===== src/rtl/pc_unit_pkg.sv =====
// Shared constants and types for the fetch PC / branch-target-buffer slice.
package pc_unit_pkg;

    localparam logic [31:0] RESET_PC_DEF  = 32'h0000_0000;
    localparam int unsigned BTB_IDX_W_DEF = 4;

    // 2-bit saturating predictor counter; the MSB is the taken prediction.
    typedef enum logic [1:0] {
        CTR_SNT = 2'b00,
        CTR_WNT = 2'b01,
        CTR_WT  = 2'b10,
        CTR_ST  = 2'b11
    } ctr_e;

    // One saturating step of the predictor counter toward taken (up) or not taken.
    function automatic ctr_e ctr_step(input ctr_e cur, input logic up);
        ctr_e nxt;
        nxt = cur;
        case (cur)
            CTR_SNT: nxt = up ? CTR_WNT : CTR_SNT;
            CTR_WNT: nxt = up ? CTR_WT  : CTR_SNT;
            CTR_WT:  nxt = up ? CTR_ST  : CTR_WNT;
            CTR_ST:  nxt = up ? CTR_ST  : CTR_WT;
            default: nxt = cur;
        endcase
        return nxt;
    endfunction

endpackage


===== src/rtl/pc_unit_btb.sv =====
// Direct-mapped branch target buffer: one combinational lookup port and one
// resolution write port that owns the counter update / allocation policy.
module btb
    import pc_unit_pkg::*;
#(
    parameter int unsigned IDX_W = BTB_IDX_W_DEF
)(
    input  logic               clk,
    input  logic               rst,
    input  logic [IDX_W-1:0]   rd_idx,
    input  logic [29-IDX_W:0]  rd_tag,
    output logic               rd_taken,
    output logic [31:0]        rd_target,
    input  logic               wr_en,
    input  logic               wr_is_br,
    input  logic               wr_taken,
    input  logic [IDX_W-1:0]   wr_idx,
    input  logic [29-IDX_W:0]  wr_tag,
    input  logic [31:0]        wr_target
);

    localparam int unsigned ENTRIES = 1 << IDX_W;
    localparam int unsigned TAG_W   = 30 - IDX_W;

    logic [ENTRIES-1:0] valid;
    logic [TAG_W-1:0]   tag_mem [ENTRIES];
    logic [31:0]        tgt_mem [ENTRIES];
    ctr_e               ctr_mem [ENTRIES];

    logic rd_hit;
    logic wr_hit;
    logic wr_entry;
    ctr_e wr_ctr;

    // Fetch-side lookup: taken only on a valid tag hit with counter MSB set.
    always_comb begin
        rd_hit    = valid[rd_idx] && (tag_mem[rd_idx] == rd_tag);
        rd_taken  = rd_hit && (ctr_mem[rd_idx] inside {CTR_WT, CTR_ST});
        rd_target = tgt_mem[rd_idx];
    end

    // Resolution write decision: hit branches train, taken-miss branches
    // allocate weakly taken, jumps always install strongly taken.
    always_comb begin
        wr_hit   = valid[wr_idx] && (tag_mem[wr_idx] == wr_tag);
        wr_entry = wr_en && (!wr_is_br || wr_hit || wr_taken);
        wr_ctr   = CTR_ST;
        if (wr_is_br) begin
            wr_ctr = wr_hit ? ctr_step(ctr_mem[wr_idx], wr_taken) : CTR_WT;
        end
    end

    // Valid bits are the only BTB state that reset clears.
    always_ff @(posedge clk or posedge rst) begin
        if (rst) begin
            valid <= '0;
        end else if (wr_entry) begin
            valid[wr_idx] <= 1'b1;
        end
    end

    // Tag, counter and target storage; target only rewritten on taken outcomes.
    always_ff @(posedge clk) begin
        if (wr_entry) begin
            tag_mem[wr_idx] <= wr_tag;
            ctr_mem[wr_idx] <= wr_ctr;
            if (wr_taken) begin
                tgt_mem[wr_idx] <= wr_target;
            end
        end
    end

endmodule


===== src/rtl/pc_unit.sv =====
// Fetch program counter with BTB prediction and EX-stage branch resolution.
module pc_unit
    import pc_unit_pkg::*;
#(
    parameter logic [31:0] RESET_PC  = RESET_PC_DEF,
    parameter int unsigned BTB_IDX_W = BTB_IDX_W_DEF
)(
    input  logic        i_clk,
    input  logic        i_rst,
    input  logic        i_stall,
    output logic [31:0] o_pc,
    output logic        o_pred_taken,
    output logic [31:0] o_pred_target,
    input  logic        i_ex_valid,
    input  logic [31:0] i_ex_pc,
    input  logic        i_ex_is_br,
    input  logic        i_ex_is_jal,
    input  logic        i_ex_is_jalr,
    input  logic        i_ex_cmp_res,
    input  logic [31:0] i_ex_imm,
    input  logic [31:0] i_ex_rs1,
    input  logic        i_ex_pred_taken,
    input  logic [31:0] i_ex_pred_target,
    output logic        o_flush,
    output logic        o_misalign
);

    logic [31:0] pc;
    logic [31:0] next_pc;
    logic        btb_taken;
    logic [31:0] btb_target;
    logic        resolve;
    logic        taken;
    logic        mispredict;
    logic        misalign;
    logic [31:0] target;
    logic [31:0] redirect_pc;

    btb #(
        .IDX_W (BTB_IDX_W)
    ) u_btb (
        .clk       (i_clk),
        .rst       (i_rst),
        .rd_idx    (pc[BTB_IDX_W+1:2]),
        .rd_tag    (pc[31:BTB_IDX_W+2]),
        .rd_taken  (btb_taken),
        .rd_target (btb_target),
        .wr_en     (resolve && !misalign),
        .wr_is_br  (i_ex_is_br),
        .wr_taken  (taken),
        .wr_idx    (i_ex_pc[BTB_IDX_W+1:2]),
        .wr_tag    (i_ex_pc[31:BTB_IDX_W+2]),
        .wr_target (target)
    );

    // Fetch-side prediction for the current PC.
    always_comb begin
        o_pc          = pc;
        o_pred_taken  = btb_taken;
        o_pred_target = btb_taken ? btb_target : pc + 32'd4;
    end

    // EX resolution: actual outcome, target, mispredict and misalignment.
    always_comb begin
        resolve     = i_ex_valid && (i_ex_is_br || i_ex_is_jal || i_ex_is_jalr);
        taken       = resolve && (i_ex_is_br ? i_ex_cmp_res : 1'b1);
        target      = i_ex_is_jalr ? ((i_ex_rs1 + i_ex_imm) & ~32'h1)
                                   : (i_ex_pc + i_ex_imm);
        mispredict  = resolve && ((taken != i_ex_pred_taken) ||
                                  (taken && (target != i_ex_pred_target)));
        misalign    = taken && (target[1:0] != 2'b00);
        redirect_pc = taken ? target : i_ex_pc + 32'd4;
        o_flush     = mispredict;
        o_misalign  = misalign;
    end

    // Next-PC priority: redirect beats stall, stall beats prediction.
    always_comb begin
        next_pc = o_pred_target;
        if (mispredict) begin
            next_pc = redirect_pc;
        end else if (i_stall) begin
            next_pc = pc;
        end
    end

    // Fetch PC register.
    always_ff @(posedge i_clk or posedge i_rst) begin
        if (i_rst) begin
            pc <= RESET_PC;
        end else begin
            pc <= next_pc;
        end
    end

endmodule


===== config.mk =====
export PLATFORM = sky130hd
export DESIGN_NAME = pc_unit
export DESIGN_NICKNAME = d
export VERILOG_FILES = /design/src/rtl/pc_unit_pkg.sv /design/src/rtl/pc_unit_btb.sv /design/src/rtl/pc_unit.sv
export SDC_FILE = /design/constraint.sdc
export NUM_CORES = 2
export LEC_CHECK = 0
export CAP_MARGIN = 20
export CORE_ASPECT_RATIO = 2
export CORE_MARGIN = 1
export CORE_UTILIZATION = 55
export DETAILED_ROUTE_END_ITERATION = 8
export GPL_ROUTABILITY_DRIVEN = 0
export PLACE_DENSITY = 0.77
export SYNTH_ARGS = -nofsm -noshare
export SYNTH_HDL_FRONTEND = slang
export SYNTH_HIERARCHICAL = 1
export SYNTH_SLANG_ARGS = --single-unit

===== constraint.sdc =====
create_clock -name i_clk -period 5.41 [get_ports i_clk]
set_input_delay 0.541 -clock i_clk [delete_from_list [all_inputs] [get_ports i_clk]]
set_output_delay 0.541 -clock i_clk [all_outputs]
set_load 0.02 [all_outputs]

==> flow_summary.json <==
{
  "status": "finished, violations left",
  "violations": "negative setup slack",
  "rows": 155,
  "layout_setup_ws_ps": -127,
  "switching_share": 0.319,
  "place_hpwl_um": 113000,
  "crit_path_max_fanout": 2,
  "tritoncts": "done",
  "synth.top_cell.area_share": 0.579,
  "grt_pass1_wl_um": 243000,
  "hold_viol_final": 0,
  "worst_clock_skew_ps": 52.2,
  "io_buffers": 203,
  "grt_pass1_vias": 36400,
  "fillerInstances": 5559,
  "synth.largest_area_cell": "edfxtp_1",
  "syn_nets": 3251,
  "grtUsageTotal": 0.375,
  "final_common_cell": "edfxtp_1",
  "syn_inst": 3049,
  "yosysUniqueCellTypes": 93,
  "layout_min_cycle_time_ps": 5540,
  "ys_seq_area_frac": 0.603,
  "regToRegStartpoint": "o_pc[2]",
  "ys_warn_count": 6,
  "critical_path.endpoint": "o_flush",
  "period_share": 1.02,
  "leakage_nw": 21.4,
  "peakVddDrop_v": 0.000305,
  "final_antenna_net_count": 0,
  "drt_iter0_markers": 4976,
  "holdWs_ps": 256,
  "dieArea_um2": 91800,
  "power.density_nw_per_um2": 377,
  "syn_area_um2": 49800,
  "synth_edf_count": 960,
  "critPathLaunch": "i_ex_imm[20]",
  "start_util": 0.557,
  "clockBufferDepth": 3,
  "worst_r2r_endpoint": "o_pc[27]",
  "fin_area_um2": 61100,
  "end_kind": "output pin",
  "rsz0062_at_grt": "true",
  "ys_ff_latch": 1008,
  "synthToLayoutAreaGrowth_pct": 22.6,
  "seqPwrFrac": 0.405,
  "synth_ff_type": "edfxtp_1",
  "routed_wl_um": 173000,
  "die_h_um": 428,
  "path_class": "in -> out",
  "worstPathRequired_ps": 4870,
  "finalPower_mw": 23.0,
  "worstPathArrival_ps": 5000,
  "io_pins": 204,
  "pwr-share-clk": 0.274,
  "drc": 0,
  "cts_made_buffers": 80,
  "slew_viol_final": 0,
  "core-area_um2": 89400,
  "antenna_found_initial": 6,
  "internal_power_mw": 15.7,
  "tightest_slew_ps": 1140,
  "timing.fmax_ghz": 0.181,
  "crit_path_start_kind": "input port",
  "final_cell_mix": "edfxtp_1 (960), buf_4 (491), mux4_2 (379)",
  "final_util": 0.683,
  "slew_headroom": 0.237,
  "switching_power_mw": 7.34,
  "synth.avg_cell_area_um2": 16.3,
  "overflow": 0,
  "drive_above_1_share": 0.330,
  "r2r_cells": 14,
  "synth.area.top_cells": "edfxtp_1 (58%), mux4_2 (17%), mux2i_1 (3.6%)",
  "vias": 35400,
  "cts_htree_levels": 3,
  "cts_num_sinks": 1008,
  "final-setup-viol-count": 1,
  "firstDrtPassIters": 8,
  "dpl-instance-area_um2": 57300,
  "min_path_type": "in -> reg",
  "grt_max_degree": 107,
  "hold_depth": 2,
  "die_w_um": 215,
  "cap_violations": 0,
  "root_buffer": "clkbuf_16",
  "clk_latency_ps": 700,
  "route.detailed.wl_per_inst_um": 34.7,
  "clk_pin_slew_worst_paths_ps": 70,
  "num-nets-final": 3919,
  "rrSetupSlack_ps": 1140,
  "combPwrFrac": 0.321,
  "viasPerCell": 7.12,
  "async_reset_ff_frac": 0.0476
}
## worst min path at each step
stage / slack (ps) / start / endpoint
finish: 260 / i_ex_pc[26] / u_btb/tag_mem[12][20]
global route: 250 / i_ex_pc[26] / u_btb/tag_mem[12][20]
CTS: 340 / i_rst / u_btb/valid[5]
detailed placement: 470 / u_btb/valid[2] / u_btb/valid[2]
global placement: 480 / u_btb/valid[0] / u_btb/valid[0]
floorplan: 450 / i_rst / u_btb/valid[0]
## synth_stat cells, types with 12 or more instances
master,n
edfxtp_1,960
a22oi_1,29
o21bai_1,16
inv_1,33
and2_1,13
nor2b_1,15
nand4_1,38
nor2_1,121
buf_2,44
nand2_1,166
o21ai_0,92
dfrtp_1,48
mux2i_1,178
nand2b_1,12
buf_6,15
buf_1,22
or3_1,13
and3_1,26
clkbuf_1,86
xor2_1,89
a21oi_1,115
a211oi_1,18
o21a_1,15
a21o_1,25
mux4_2,379
nor3_1,40
ha_1,63
mux2_2,14
a31oi_1,17
o211ai_1,19
nor4_1,14
nand3_1,62
xnor2_1,84
## cells by family (layout without fill, tap and decap cells)
| logic type | after synthesis | in the layout | share of synthesized area |
|---|---|---|---|
| AOI/OAI and AO/OA | 451 | 451 | 0.0604 |
| xor gates and xnor gates | 176 | 176 | 0.0318 |
| adders and majority gates | 66 | 66 | 0.0168 |
| buffers and inverters | 212 | 948 | 0.0211 |
| DFF | 1008 | 1008 | 0.603 |
| muxes | 571 | 571 | 0.210 |
| other | 0 | 4 | 0 |
| and+or+nand+nor | 565 | 565 | 0.0564 |
## layer usage
| layer | global-route usage | part of all wire | up-vias |
|---|---|---|---|
| met4 | 0.333 | 0.10 | 6 |
| met1 | 0.399 | 0.30 | 17500 |
| met5 | 0 | 0.00020 | - |
| met2 | 0.631 | 0.49 | 3033 |
| met3 | 0.0805 | 0.11 | 975 |
| li1 | - | - | 13800 |
## registers in the layout, indices dropped and copies added, names as in the netlist
register / cells
o_pc: 32
u_btb/ctr_mem: 32
u_btb/valid: 16
u_btb/tgt_mem: 512
u_btb/tag_mem: 416
## power groups by stage
stage | Combinational, mW | Clock [mW] | Sequential [mW]
5_1_grt | 7.60 | 6.54 | 9.31
2_1_floorplan | 4.05 | 0 | 9.33
3_3_place_gp | 6.63 | 0 | 9.51
6_report | 7.39 | 6.30 | 9.31
3_5_place_dp | 6.80 | 0 | 9.53
4_1_cts | 7.07 | 6.30 | 9.28
## critical path: stages
cell and delay, ps:
clkdlybuf4s50_1 470, ha_1 240, a21oi_2 210, o21ai_2 90, or3_1 340, o211ai_1 170
buf_4 170, mux2_4 300, or4_4 490, a311o_1 390, a2111oi_4 360, nand4_1 130
or4b_4 510, o21ai_4 300, inv_2 120, buf_6 150
## per-stage QoR
step / setup slack [ps] / instances / TNS, ps
after global routing: -144 / 4965 / -148
after CTS: -281 / 4952 / -281
after global placement: -1180 / 4791 / -25460
final: -127 / 4966 / -127
after detailed placement: -1340 / 4793 / -31710
after floorplan: -358 / 3049 / -20020
## timing repair
item                                   CTS  global route
pin swaps                               16            45
gates cloned                             0             0
buffers inserted                         9             6
setup endpoints to repair               64            42
hold buffers                             0             0
gates resized for setup                 77           177
endpoints found under the hold margin    0             0
## final cells by class
class                      count  area (um2)  share of cell area
antenna                        4        10.0            0.000164
clock buffer                  88        2030              0.0333
clock inverter                62         758              0.0124
inverter                      34         128             0.00209
multi-input combinational   1829       19600               0.321
sequential                  1008       30000               0.492
tap                         1177        1470              0.0241
timing repair buffer         764        7020               0.115
(Power assumes the default switching activity.)
